File: config.mk
export PLATFORM = sky130hd
export DESIGN_NAME = reg_wb_arbiter
export DESIGN_NICKNAME = d
export VERILOG_FILES = /design/src/rtl/reg_wb_arbiter.sv
export SDC_FILE = /design/constraint.sdc
export NUM_CORES = 1
export LEC_CHECK = 0
export CELL_PAD_IN_SITES_DETAIL_PLACEMENT = 1
export CELL_PAD_IN_SITES_GLOBAL_PLACEMENT = 2
export CORE_MARGIN = 10
export CORE_UTILIZATION = 32
export DETAILED_ROUTE_END_ITERATION = 10
export PLACE_DENSITY = 0.88
export SYNTH_ARGS = -nofsm -noshare
export SYNTH_HDL_FRONTEND = slang
export SYNTH_SLANG_ARGS = --single-unit
export TNS_END_PERCENT = 30
File: constraint.sdc
create_clock -name clk_50MHz -period 3.6 [get_ports clk_50MHz]
set_input_delay 0.9 -clock clk_50MHz [delete_from_list [all_inputs] [get_ports clk_50MHz]]
set_output_delay 0.9 -clock clk_50MHz [all_outputs]
set_load 0.02 [all_outputs]
File: src/rtl/reg_wb_arbiter.sv
// Register-file write-back arbiter: pipeline port P has priority, the multi-cycle port S is
// buffered in a small FIFO, and a starvation guard forces S through after STARVE_MAX P wins.
module reg_wb_arbiter #(
   parameter int              DATA_W     = 16,
   parameter int              ADDR_W     = 3,
   parameter int              OP_W       = 3,
   parameter int              FIFO_DEPTH = 2,
   parameter int              STARVE_MAX = 3,
   parameter logic [OP_W-1:0] REG_OP_NOP = '0
) (
   input  logic              clk_50MHz,
   input  logic              rst,
   input  logic [OP_W-1:0]   p_op,
   input  logic [ADDR_W-1:0] p_addr,
   input  logic [DATA_W-1:0] p_data,
   output logic              p_stall,
   input  logic              s_valid,
   output logic              s_ready,
   input  logic [OP_W-1:0]   s_op,
   input  logic [ADDR_W-1:0] s_addr,
   input  logic [DATA_W-1:0] s_data,
   output logic              s_busy,
   output logic [OP_W-1:0]   reg_op,
   output logic [ADDR_W-1:0] wb_addr,
   output logic [DATA_W-1:0] wb_data
);

   localparam int PTR_W = $clog2(FIFO_DEPTH);
   localparam int CNT_W = $clog2(FIFO_DEPTH + 1);
   localparam int SC_W  = $clog2(STARVE_MAX + 1);

   typedef struct packed {
      logic [OP_W-1:0]   op;
      logic [ADDR_W-1:0] addr;
      logic [DATA_W-1:0] data;
   } wb_req_t;

   typedef enum logic [1:0] {
      GNT_NONE,
      GNT_P,
      GNT_S
   } grant_e;

   logic [PTR_W-1:0] wr_ptr_q, wr_ptr_d;
   logic [PTR_W-1:0] rd_ptr_q, rd_ptr_d;
   logic [CNT_W-1:0] count_q, count_d;
   logic [SC_W-1:0]  starve_q, starve_d;
   wb_req_t          mem_q [FIFO_DEPTH];

   wb_req_t head;
   wb_req_t s_in;
   grant_e  grant;
   logic    p_req, s_req, full, force_s, push, pop;

   always_comb begin
      // NOTE: every variable gets a default first, so no branch can leave one unassigned (latch).
      head     = mem_q[rd_ptr_q];
      s_in     = '{op: s_op, addr: s_addr, data: s_data};
      p_req    = (p_op != REG_OP_NOP);
      s_req    = (count_q != '0);
      full     = (count_q == CNT_W'(FIFO_DEPTH));
      force_s  = s_req && (starve_q == SC_W'(STARVE_MAX));
      grant    = GNT_NONE;
      p_stall  = 1'b0;
      s_ready  = 1'b0;
      s_busy   = 1'b0;
      reg_op   = REG_OP_NOP;
      wb_addr  = '0;
      wb_data  = '0;
      wr_ptr_d = wr_ptr_q;
      rd_ptr_d = rd_ptr_q;
      count_d  = count_q;
      starve_d = starve_q;

      // Reset is asynchronous, so the outputs are gated by rst directly, not only via the flops.
      if (rst) begin
         s_ready = !full;
         s_busy  = s_req;
         if (force_s) begin
            grant   = GNT_S;
            p_stall = p_req;
         end else if (p_req) begin
            grant = GNT_P;
         end else if (s_req) begin
            grant = GNT_S;
         end
      end

      unique case (grant)
         GNT_P: begin
            reg_op  = p_op;
            wb_addr = p_addr;
            wb_data = p_data;
         end
         GNT_S: begin
            reg_op  = head.op;
            wb_addr = head.addr;
            wb_data = head.data;
         end
         default: ;
      endcase

      // NOP requests on S complete the handshake but never occupy a slot.
      push = s_valid && s_ready && (s_op != REG_OP_NOP);
      pop  = (grant == GNT_S);

      if (push) wr_ptr_d = wr_ptr_q + PTR_W'(1);
      if (pop)  rd_ptr_d = rd_ptr_q + PTR_W'(1);

      unique case ({push, pop})
         2'b10:   count_d = count_q + CNT_W'(1);
         2'b01:   count_d = count_q - CNT_W'(1);
         default: count_d = count_q;
      endcase

      if (grant == GNT_P && s_req) begin
         if (starve_q != SC_W'(STARVE_MAX)) starve_d = starve_q + SC_W'(1);
      end else if (grant == GNT_S || !s_req) begin
         starve_d = '0;
      end
   end

   always_ff @(posedge clk_50MHz or negedge rst) begin
      if (!rst) begin
         wr_ptr_q <= '0;
         rd_ptr_q <= '0;
         count_q  <= '0;
         starve_q <= '0;
      end else begin
         wr_ptr_q <= wr_ptr_d;
         rd_ptr_q <= rd_ptr_d;
         count_q  <= count_d;
         starve_q <= starve_d;
      end
   end

   // NOTE: the storage array is not reset; the count and pointers alone decide which entries are live.
   always_ff @(posedge clk_50MHz) begin
      if (push) mem_q[wr_ptr_q] <= s_in;
   end

endmodule

==> results.md, run 1 <==
- I/O pins: 72
- Pwr Density: between 500 and 600 nW/µm²
- Leakage: 1.30 nW
- Clock latency on the worst-skew pair: 300 ps
- WL final: 6080 µm
- Final min period: 3490 ps
- Psw: 563 µW
- Comb pwr share: 40.1%
- Yosys reg bits: 50
- WL per Instance: 17.5 µm
- Peak VDD IR: 0.242 mV
- IO buf count: 71
- Period utilisation layout: 96.9%
- Post-synthesis sequential area ratio: 59.5%
- Area Growth Syn to Fin: 39.9%
- Critical path arrival: 2590 ps
- Startpoint Class: input port
- Antenna-violating nets left: 0
- Share of cells above drive strength 1: 43.4%
- CP Launch Point: p_op[2]
- Fin worst setup slack: 113 ps
- CP required: 2700 ps
- Ys Warns: 0
- Worst r2r src: starve_q[0]
- Clock Sinks: 50
- Drt first pass iters: 4
- Initial Util: 33.5%
- CP endpoint kind: primary output
- Core area: 7370 µm²
- Commonest non-fill, non-tap cell in the layout: clkdlybuf4s50_1
- Internal power: ~1.2 mW
- Antenna violations before repair: 0
- Via count: 1607
- Critical-path maximum fanout: 7
- Buffer depth of the longest clock path: 2
- First-pass GRT wire length: 9570 µm
- Diode count: 0
- Ys flop type: edfxtp_1
- Die Span X: approximately 110 µm
- R2R cell count: 10
- Sw frac: 31.3%
- Place WS: -588 ps
- Critical path class: in2out
- CTS tree: done
- Tot Pwr: 1.80 mW
- Die ar.: 11600 µm²
- Clock power frac: 17.2%
- Pin count of the biggest net entering global routing: 24
- CTS root buf: clkbuf_8
- Post-Synthesis Cells: 161
- RSZ-0062 raised after global routing: no
- Fmax: ~290 MHz
- Fin cells: approximately 350
- Hold Path Class: reg2reg
- Number of global-route vias before repair: 1827
- Worst-Margin Slew: 409 ps
- Total Routing Usage GR: about a tenth
- Cell variety after synth: 27
- Final Hold Fails: 0
- FF-to-FF End: count_q[1]
- Power share of the sequential group: approximately 43%
- Post-synthesis async set-or-reset flop share: 12.0%
- # fillers: 775
- Fin nets: about 300
- Detail Placement HPWL: 4610 µm
- Rows: 31
- Worst relative slew slack: 72.7%
- Final Util: 46.9%
- Final Max Tran Viols: 0
- Most frequent cells in the layout: clkdlybuf4s50_1, edfxtp_1, buf_4, mux2_4, a22oi_2
- Vias per std cell: about 4.6
- Final setup fails: 0
- Number of flops mapped to enable cells by yosys: 44
- R2R Setup Slk: ~1300 ps
- Synth Net Count: roughly 210
- Worst-path clk slew: 80 ps
- Residual DRC: 0
- Clock Skew: between 4 and 5 ps
- Max Cap Viol: 0
- CTS Buf Count: 5
- Synth Cell Area: 2470 µm²
- Number of H-tree levels: 2
- Syn_area_per_cell: 15.3 µm²
- Die Height: approximately 110 µm
- Status: completed
- Gr ovfl total: 0
- Hold_buf cts: 0
- Worst Setup EP: wb_data[13]
- Final Wtd Congestion: 0.710
- First DRT Iteration DRCs: about 140
- Placed cell count: between 300 and 400
==> through the flow <==
stage | instance area [µm²] | TNS, ps | hold slack (ps)
after global routing | 3460 | 0 | 564
final | 3460 | 0 | 532
after CTS | 3430 | 0 | 535
after global placement | 3400 | -11230 | 500
after floorplan | 2470 | 0 | 468
after detailed placement | 3400 | -11980 | 518
==> critical path: stages <==
cell,delay (ps)
clkdlybuf4s50_1,430
or3_4,340
and3_4,190
ha_4,270
buf_4,160
nor2_1,130
buf_4,160
==> power groups by stage <==
stage | sequential [mW] | combinational, mW | clock (mW)
after floorplan | 0.778 | 0.492 | 0
after global placement | 0.774 | 0.719 | 0
after detailed placement | 0.782 | 0.732 | 0
after CTS | 0.768 | 0.726 | 0.317
after global routing | 0.777 | 0.783 | 0.337
final | 0.767 | 0.720 | 0.309
==> area by class of cell <==
cell class	count	area (µm²)	share of cell area, %
Sequential cell	50	1470	42.6
Multi-Input combinational cell	99	971	28.1
Timing Repair Buffer	90	802	23.2
Tap cell	99	124	3.58
Clock buffer	6	72.6	2.10
Clock inverter	2	8.76	0.253
Inverter	2	7.51	0.217
==> synth_stat cells, types with 3 or more instances <==
master	n	area share [%]
a22oi_2	19	9.6
ha_1	4	2.0
xnor2_1	4	1.4
a22oi_1	4	1.2
mux2_2	4	1.8
clkbuf_1	3	0.46
nor2_1	19	2.9
dfrtp_1	6	6.1
nor2_2	10	2.5
mux2_4	19	12
edfxtp_1	44	53
buf_4	3	0.91
==> sequential cells by signal (all words and copies together), names as in the netlist <==
name and flops:
mem_q 44, count_q 2, starve_q 2, rd_ptr_q 1
wr_ptr_q 1
==> layer usage <==
metal	vias to the layer above	track usage, %	share of wire, %	wire (µm)
met1	779	11.9	43	2590
met4	0	2.29	0.63	38
met3	4	3.47	6.4	388
met2	48	18.0	50	3060
li1	776	-	-	-
met5	-	0	0	0
==> repair_timing <==
item                                    4_1_cts  5_1_grt
gates resized for setup                      98       10
endpoints found under the setup margin       22       22
buffers inserted                              2        0
hold endpoints to repair                      0        0
pin swaps                                     0        1
==> cell families (layout without fill, tap and decap cells) <==
| group | Yosys count | count (layout) | share of synthesized area (%) |
|---|---|---|---|
| buffers and inverters | 12 | 100 | 2.99 |
| muxes | 23 | 23 | 13.4 |
| xor gates and xnor gates | 6 | 6 | 2.13 |
| adders and majority gates | 4 | 4 | 2.03 |
| DFF | 50 | 50 | 59.5 |
| AOI/OAI and AO/OA | 27 | 27 | 11.7 |
| and+or+nand+nor | 39 | 39 | 8.20 |
==> how the worst min path moves through the flow <==
stage	end	slack, ps	cells after the start	start
detailed placement	wr_ptr_q	520	1	wr_ptr_q
floorplan	wr_ptr_q	470	1	wr_ptr_q
global route	wr_ptr_q	560	1	wr_ptr_q
CTS	wr_ptr_q	540	1	wr_ptr_q
finish	wr_ptr_q	530	1	wr_ptr_q
global placement	wr_ptr_q	500	1	wr_ptr_q
(Power assumes the default switching activity.)
==> run 2: changes to the inputs <==
--- a/config.mk
+++ b/config.mk
@@ -11,6 +11,8 @@
 export CORE_UTILIZATION = 32
 export DETAILED_ROUTE_END_ITERATION = 10
 export PLACE_DENSITY = 0.88
+export SKIP_CTS_REPAIR_TIMING = 1
+export SLEW_MARGIN = 20
 export SYNTH_ARGS = -nofsm -noshare
 export SYNTH_HDL_FRONTEND = slang
 export SYNTH_SLANG_ARGS = --single-unit
==> run 2 against run 1 <==
Sequential power hardly changed. Via count increased by 3.3%. First-iteration DRC count is 6.4% higher. Critical endpoint is now wb_data[14]. Largest power group unchanged.
==> results.md, run 2 (same netlist as run 1, synthesis figures left out) <==
- Status: completed
- Vias per std cell: 4.76 (+3.0%)
- Worst-path clk slew: 80 ps (about the same)
- Critical path class: in2out
- Area after DPL: 3400 µm² (unchanged)
- Number of global-route vias before repair: 1816 (-0.60%)
- Total Routing Usage GR: 10.1% (-0.20 points)
- Antenna violations before repair: 0 (unchanged)
- Final Hold Fails: 0 (unchanged)
- First-pass GRT wire length: 9380 µm (-1.9%)
- Die ar.: 11600 µm² (unchanged)
- Drt first pass iters: 4 (unchanged)
- Antenna-violating nets left: 0 (unchanged)
- Clock Skew: 4.11 ps (-0.620 ps)
- Peak VDD IR: 0.244 mV (+0.69%)
- WL final: 6250 µm (+2.9%)
- Fin cells: 349 (+0.29%)
- Pwr Density: 515 nW/µm² (-0.77%)
- Comb pwr share: 40.3% (+0.2 points)
- CTS Buf Count: 5 (unchanged)
- Critical path arrival: 2640 ps (+50 ps)
- Clock latency on the worst-skew pair: 290 ps (about the same)
- Internal power: 1.23 mW (about the same)
- Period utilisation layout: 98.2% (+1.4 points)
- Diode count: 0 (unchanged)
- Hold Path Class: reg2reg
- Share of cells above drive strength 1: 43.6% (+0.23 points)
- Leakage: 1.31 nW (+0.53%)
- Final min period: 3540 ps (+48.7 ps)
- Psw: 565 µW (+0.36%)
- Most frequent cells in the layout: clkdlybuf4s50_1, edfxtp_1, buf_4, mux2_4, a22oi_2
- CP required: 2700 ps (about the same)
- Gr ovfl total: 0 (unchanged)
- Placed cell count: 338 (unchanged)
- Die Height: 108 µm (unchanged)
- Fin worst setup slack: 64.1 ps (-48.7 ps)
- Sw frac: 31.4% (+0.061 points)
- R2R Setup Slk: 1410 ps (+90 ps)
- Rows: 31 (unchanged)
- Total Neg Setup Slack: 0 ps (unchanged)
- Worst-Margin Slew: 410 ps (+1.33 ps)
- Critical-path maximum fanout: 5 (-2)
- Max Cap Viol: 0 (unchanged)
- Tot Pwr: 1.80 mW (+0.17%)
- Final Wtd Congestion: 0.710 (unchanged)
- Detail Placement HPWL: 4610 µm (unchanged)
- Buffer depth of the longest clock path: 2 (unchanged)
- Final Max Tran Viols: 0 (unchanged)
- Startpoint Class: input port
- CTS tree: done
- Largest registers: mem_q x44, count_q x2, starve_q x2
- Final Cell Area: 3490 µm² (+0.94%)
- Die Span X: 108 µm (unchanged)
- Final hold slack: 531 ps (-0.655 ps)
- Worst relative slew slack: 72.6% (-0.089 points)
- IO buf count: 71 (unchanged)
- Core area: 7370 µm² (unchanged)
- Place WS: -588 ps (unchanged)
- Clock power frac: 17.1% (about the same)
- Initial Util: 33.5% (unchanged)
- WL per Instance: 17.9 µm (+2.6%)
- Reg with most FFs: mem_q
- # fillers: 768 (-0.90%)
- CP endpoint kind: primary output
- Clock Sinks: 50 (unchanged)
- Commonest non-fill, non-tap cell in the layout: clkdlybuf4s50_1
- Worst r2r src: starve_q[0]
- CTS root buf: clkbuf_8
- Worst Min Path Start: wr_ptr_q
- Fin nets: 300 (+0.33%)
- Residual DRC: 0 (unchanged)
- Final setup fails: 0 (unchanged)
- Max reg flops: 44 (unchanged)
- I/O pins: 72 (unchanged)
- Area Growth Syn to Fin: 41.2%
- Final Util: 47.4% (+0.44 points)
- First DRT Iteration DRCs: 150 (+6.4%)
- Number of H-tree levels: 2 (unchanged)
- Via count: 1660 (+3.3%)
- Fmax: 283 MHz (-1.4%)
- Power share of the sequential group: 42.6% (about the same)
- Pin count of the biggest net entering global routing: 24 (unchanged)
- CP Launch Point: p_op[2]
run 2: cell types whose count changed in the layout (fill, tap and decap cells not counted), sizes merged:
cell,delta
clkbuf,+8
buf,-7
run 2: cell type report:
cell class | instances | area (µm²) | share of cell area (%)
clock buffer | 6 | 72.6 | 2.08
multi-input combinational | 99 | 971 | 27.8
sequential | 50 | 1470 | 42.2
inverter | 2 | 7.51 | 0.215
timing repair buffer | 91 | 835 | 23.9
clock inverter | 2 | 8.76 | 0.251
tap | 99 | 124 | 3.55
run 2: power groups by stage:
stage               sequential (mW)  clock [mW]  combinational (mW)
floorplan                     0.778           0               0.492
global placement              0.774           0               0.719
detailed placement            0.782           0               0.732
CTS                           0.768       0.317               0.737
global route                  0.777       0.338               0.786
finish                        0.767       0.307               0.724
run 2: per-layer routing:
layer | vias to the layer above | wire [µm] | global-route usage, %
met5 | - | 0 | 0
met4 | 0 | 38 | 2.29
met3 | 4 | 383 | 3.83
met2 | 47 | 3190 | 17.8
met1 | 829 | 2640 | 11.3
li1 | 780 | - | -
run 2: worst max-delay path: stages:
cell and delay, ps:
clkdlybuf4s50_1 440, or3_4 340, and3_4 190, inv_2 70
ha_4 210, clkbuf_16 170, a22oi_2 40, nor2_1 90
clkbuf_2 180
run 2: final timing paths:
path	to	cells after the start
max	wb_data[14]	9
min	wr_ptr_q	1
max reg2reg	count_q[1]	9
min reg2reg	wr_ptr_q	1
max in group asynchronous	wr_ptr_q	3
min in group asynchronous	starve_q[1]	3
==> run 3: changes to the inputs <==
--- a/config.mk
+++ b/config.mk
@@ -10,6 +10,7 @@
 export CORE_MARGIN = 10
 export CORE_UTILIZATION = 32
 export DETAILED_ROUTE_END_ITERATION = 10
+export MAX_ROUTING_LAYER = met4
 export PLACE_DENSITY = 0.88
 export SKIP_CTS_REPAIR_TIMING = 1
 export SLEW_MARGIN = 20
==> run 3 against run 2 <==
Core utilization barely moved. Sequential cell count did not move. Critical path depth did not move. Clock power barely moved. Via count fell by 1.7%. Sequential power barely moved. Cell area barely moved. Wire length fell by 0.13%. Critical path type unchanged. Highest routed layer unchanged.
==> results.md, run 3 (same netlist as run 1, synthesis figures left out) <==
- Final Hold Fails: 0 (unchanged)
- Final setup fails: 0 (unchanged)
- First-pass GRT wire length: 9370 µm (-0.15%)
- Total Routing Usage GR: 10.4% (+0.28 points)
- WL per Instance: 17.9 µm (-0.13%)
- Critical-path maximum fanout: 5 (unchanged)
- Diode count: 0 (unchanged)
- Die Span X: 108 µm (unchanged)
- Critical path class: in2out
- Area Growth Syn to Fin: 41.3% (about the same)
- Peak VDD IR: 0.244 mV (about the same)
- Antenna violations before repair: 0 (unchanged)
- Antenna-violating nets left: 0 (unchanged)
- Pin count of the biggest net entering global routing: 24 (unchanged)
- Rows: 31 (unchanged)
- Commonest non-fill, non-tap cell in the layout: clkdlybuf4s50_1
- Fin nets: 300 (unchanged)
- Drt first pass iters: 4 (unchanged)
- Initial Util: 33.5% (unchanged)
- CP Launch Point: p_op[2]
- Critical path arrival: 2620 ps (-20 ps)
- Fin worst setup slack: 79.6 ps (+15.4 ps)
- CTS tree: done
- Buffer depth of the longest clock path: 2 (unchanged)
- Clock latency on the worst-skew pair: 290 ps (about the same)
- Final min period: 3520 ps (-15.4 ps)
- Gr ovfl total: 0 (unchanged)
- Worst-Margin Slew: 407 ps (-3.13 ps)
- Worst r2r src: starve_q[0]
- Clock Sinks: 50 (unchanged)
- Via count: 1632 (-1.7%)
- Number of H-tree levels: 2 (unchanged)
- Max reg flops: 44 (unchanged)
- IO buf count: 71 (unchanged)
- Hold Path Class: reg2reg
- Share of cells above drive strength 1: 43.6% (unchanged)
- Pwr Density: 515 nW/µm² (about the same)
- CTS root buf: clkbuf_8
- WL final: 6240 µm (-0.13%)
- Final Util: 47.4% (about the same)
- Residual DRC: 0 (unchanged)
- Startpoint Class: input port
- Die ar.: 11600 µm² (unchanged)
- RSZ-0062 raised after global routing: no
- Worst relative slew slack: 72.9% (+0.21 points)
- Fmax: 284 MHz (+0.44%)
- Die Height: 108 µm (unchanged)
- Final Wtd Congestion: 0.718 (+1.1%)
- Max Cap Viol: 0 (unchanged)
- First DRT Iteration DRCs: 138 (-8.0%)
- Place WS: -588 ps (unchanged)
- Clock Skew: 3.08 ps (-1.03 ps)
- Period utilisation layout: 97.8% (-0.43 points)
- Placed cell count: 338 (unchanged)
- Reg with most FFs: mem_q
- # fillers: 768 (unchanged)
- Detail Placement HPWL: 4610 µm (unchanged)
- Status: completed
- CP endpoint kind: primary output
- I/O pins: 72 (unchanged)
- Vias per std cell: 4.68 (-1.7%)
- CTS Buf Count: 5 (unchanged)
- CP required: 2700 ps (about the same)
- Fin cells: 349 (unchanged)
- Worst-path clk slew: 80 ps (about the same)
- Number of global-route vias before repair: 1820 (+0.22%)
- Final Max Tran Viols: 0 (unchanged)
- Most frequent cells in the layout: clkdlybuf4s50_1, edfxtp_1, buf_4, mux2_4, a22oi_2
- Leakage: 1.31 nW (about the same)
- Core area: 7370 µm² (unchanged)
- Largest registers: mem_q x44, count_q x2, starve_q x2
- Worst Min Path Start: wr_ptr_q
run 3: power by group:
part           internal, mW  total (mW)  switching (mW)
Clock                 0.134       0.307           0.173
Combinational         0.375       0.724           0.349
Sequential            0.725       0.767          0.0421
Total                  1.23        1.80           0.564
run 3: metal layers:
layer  part of all wire [%]  GRT usage [%]  up-vias
met5                      0              -        -
met4                   0.50           2.29        0
met3                    5.2           3.05        4
met2                     51           17.8       50
met1                     43           11.7      801
li1                       -              -      777
run 3: cell type report:
cell class	count	area, µm²	area share [%]
inverter	2	7.51	0.215
multi-input combinational	99	971	27.8
tap	99	124	3.55
sequential	50	1470	42.1
clock inverter	2	8.76	0.251
clock buffer	6	72.6	2.08
timing repair buffer	91	837	24.0
run 3: worst paths after layout:
path / end / slack [ps] / cells after the start
worst max-delay path: wb_data[14] / 80 / 9
worst min-delay path: wr_ptr_q / 540 / 1
worst max register to register: count_q[1] / 1410 / 9
worst min register to register: wr_ptr_q / 540 / 1
max in group asynchronous: wr_ptr_q / 2450 / 3
min in group asynchronous: starve_q[1] / 1020 / 3
run 3: worst max-delay path, stage by stage:
cell             delay (ps)
clkdlybuf4s50_1         440
or3_4                   340
and3_4                  190
inv_2                    60
ha_4                    200
clkbuf_16               170
a22oi_2                  40
nor2_1                   90
clkbuf_2                180
run 3: through the flow:
step	hold WS (ps)	area, µm²	TNS, ps	power (mW)
floorplan	468	2470	0	1.27
global placement	500	3400	-11230	1.49
detailed placement	518	3400	-11980	1.51
CTS	535	3480	-12330	1.82
global route	565	3490	0	1.90
finish	536	3490	0	1.80
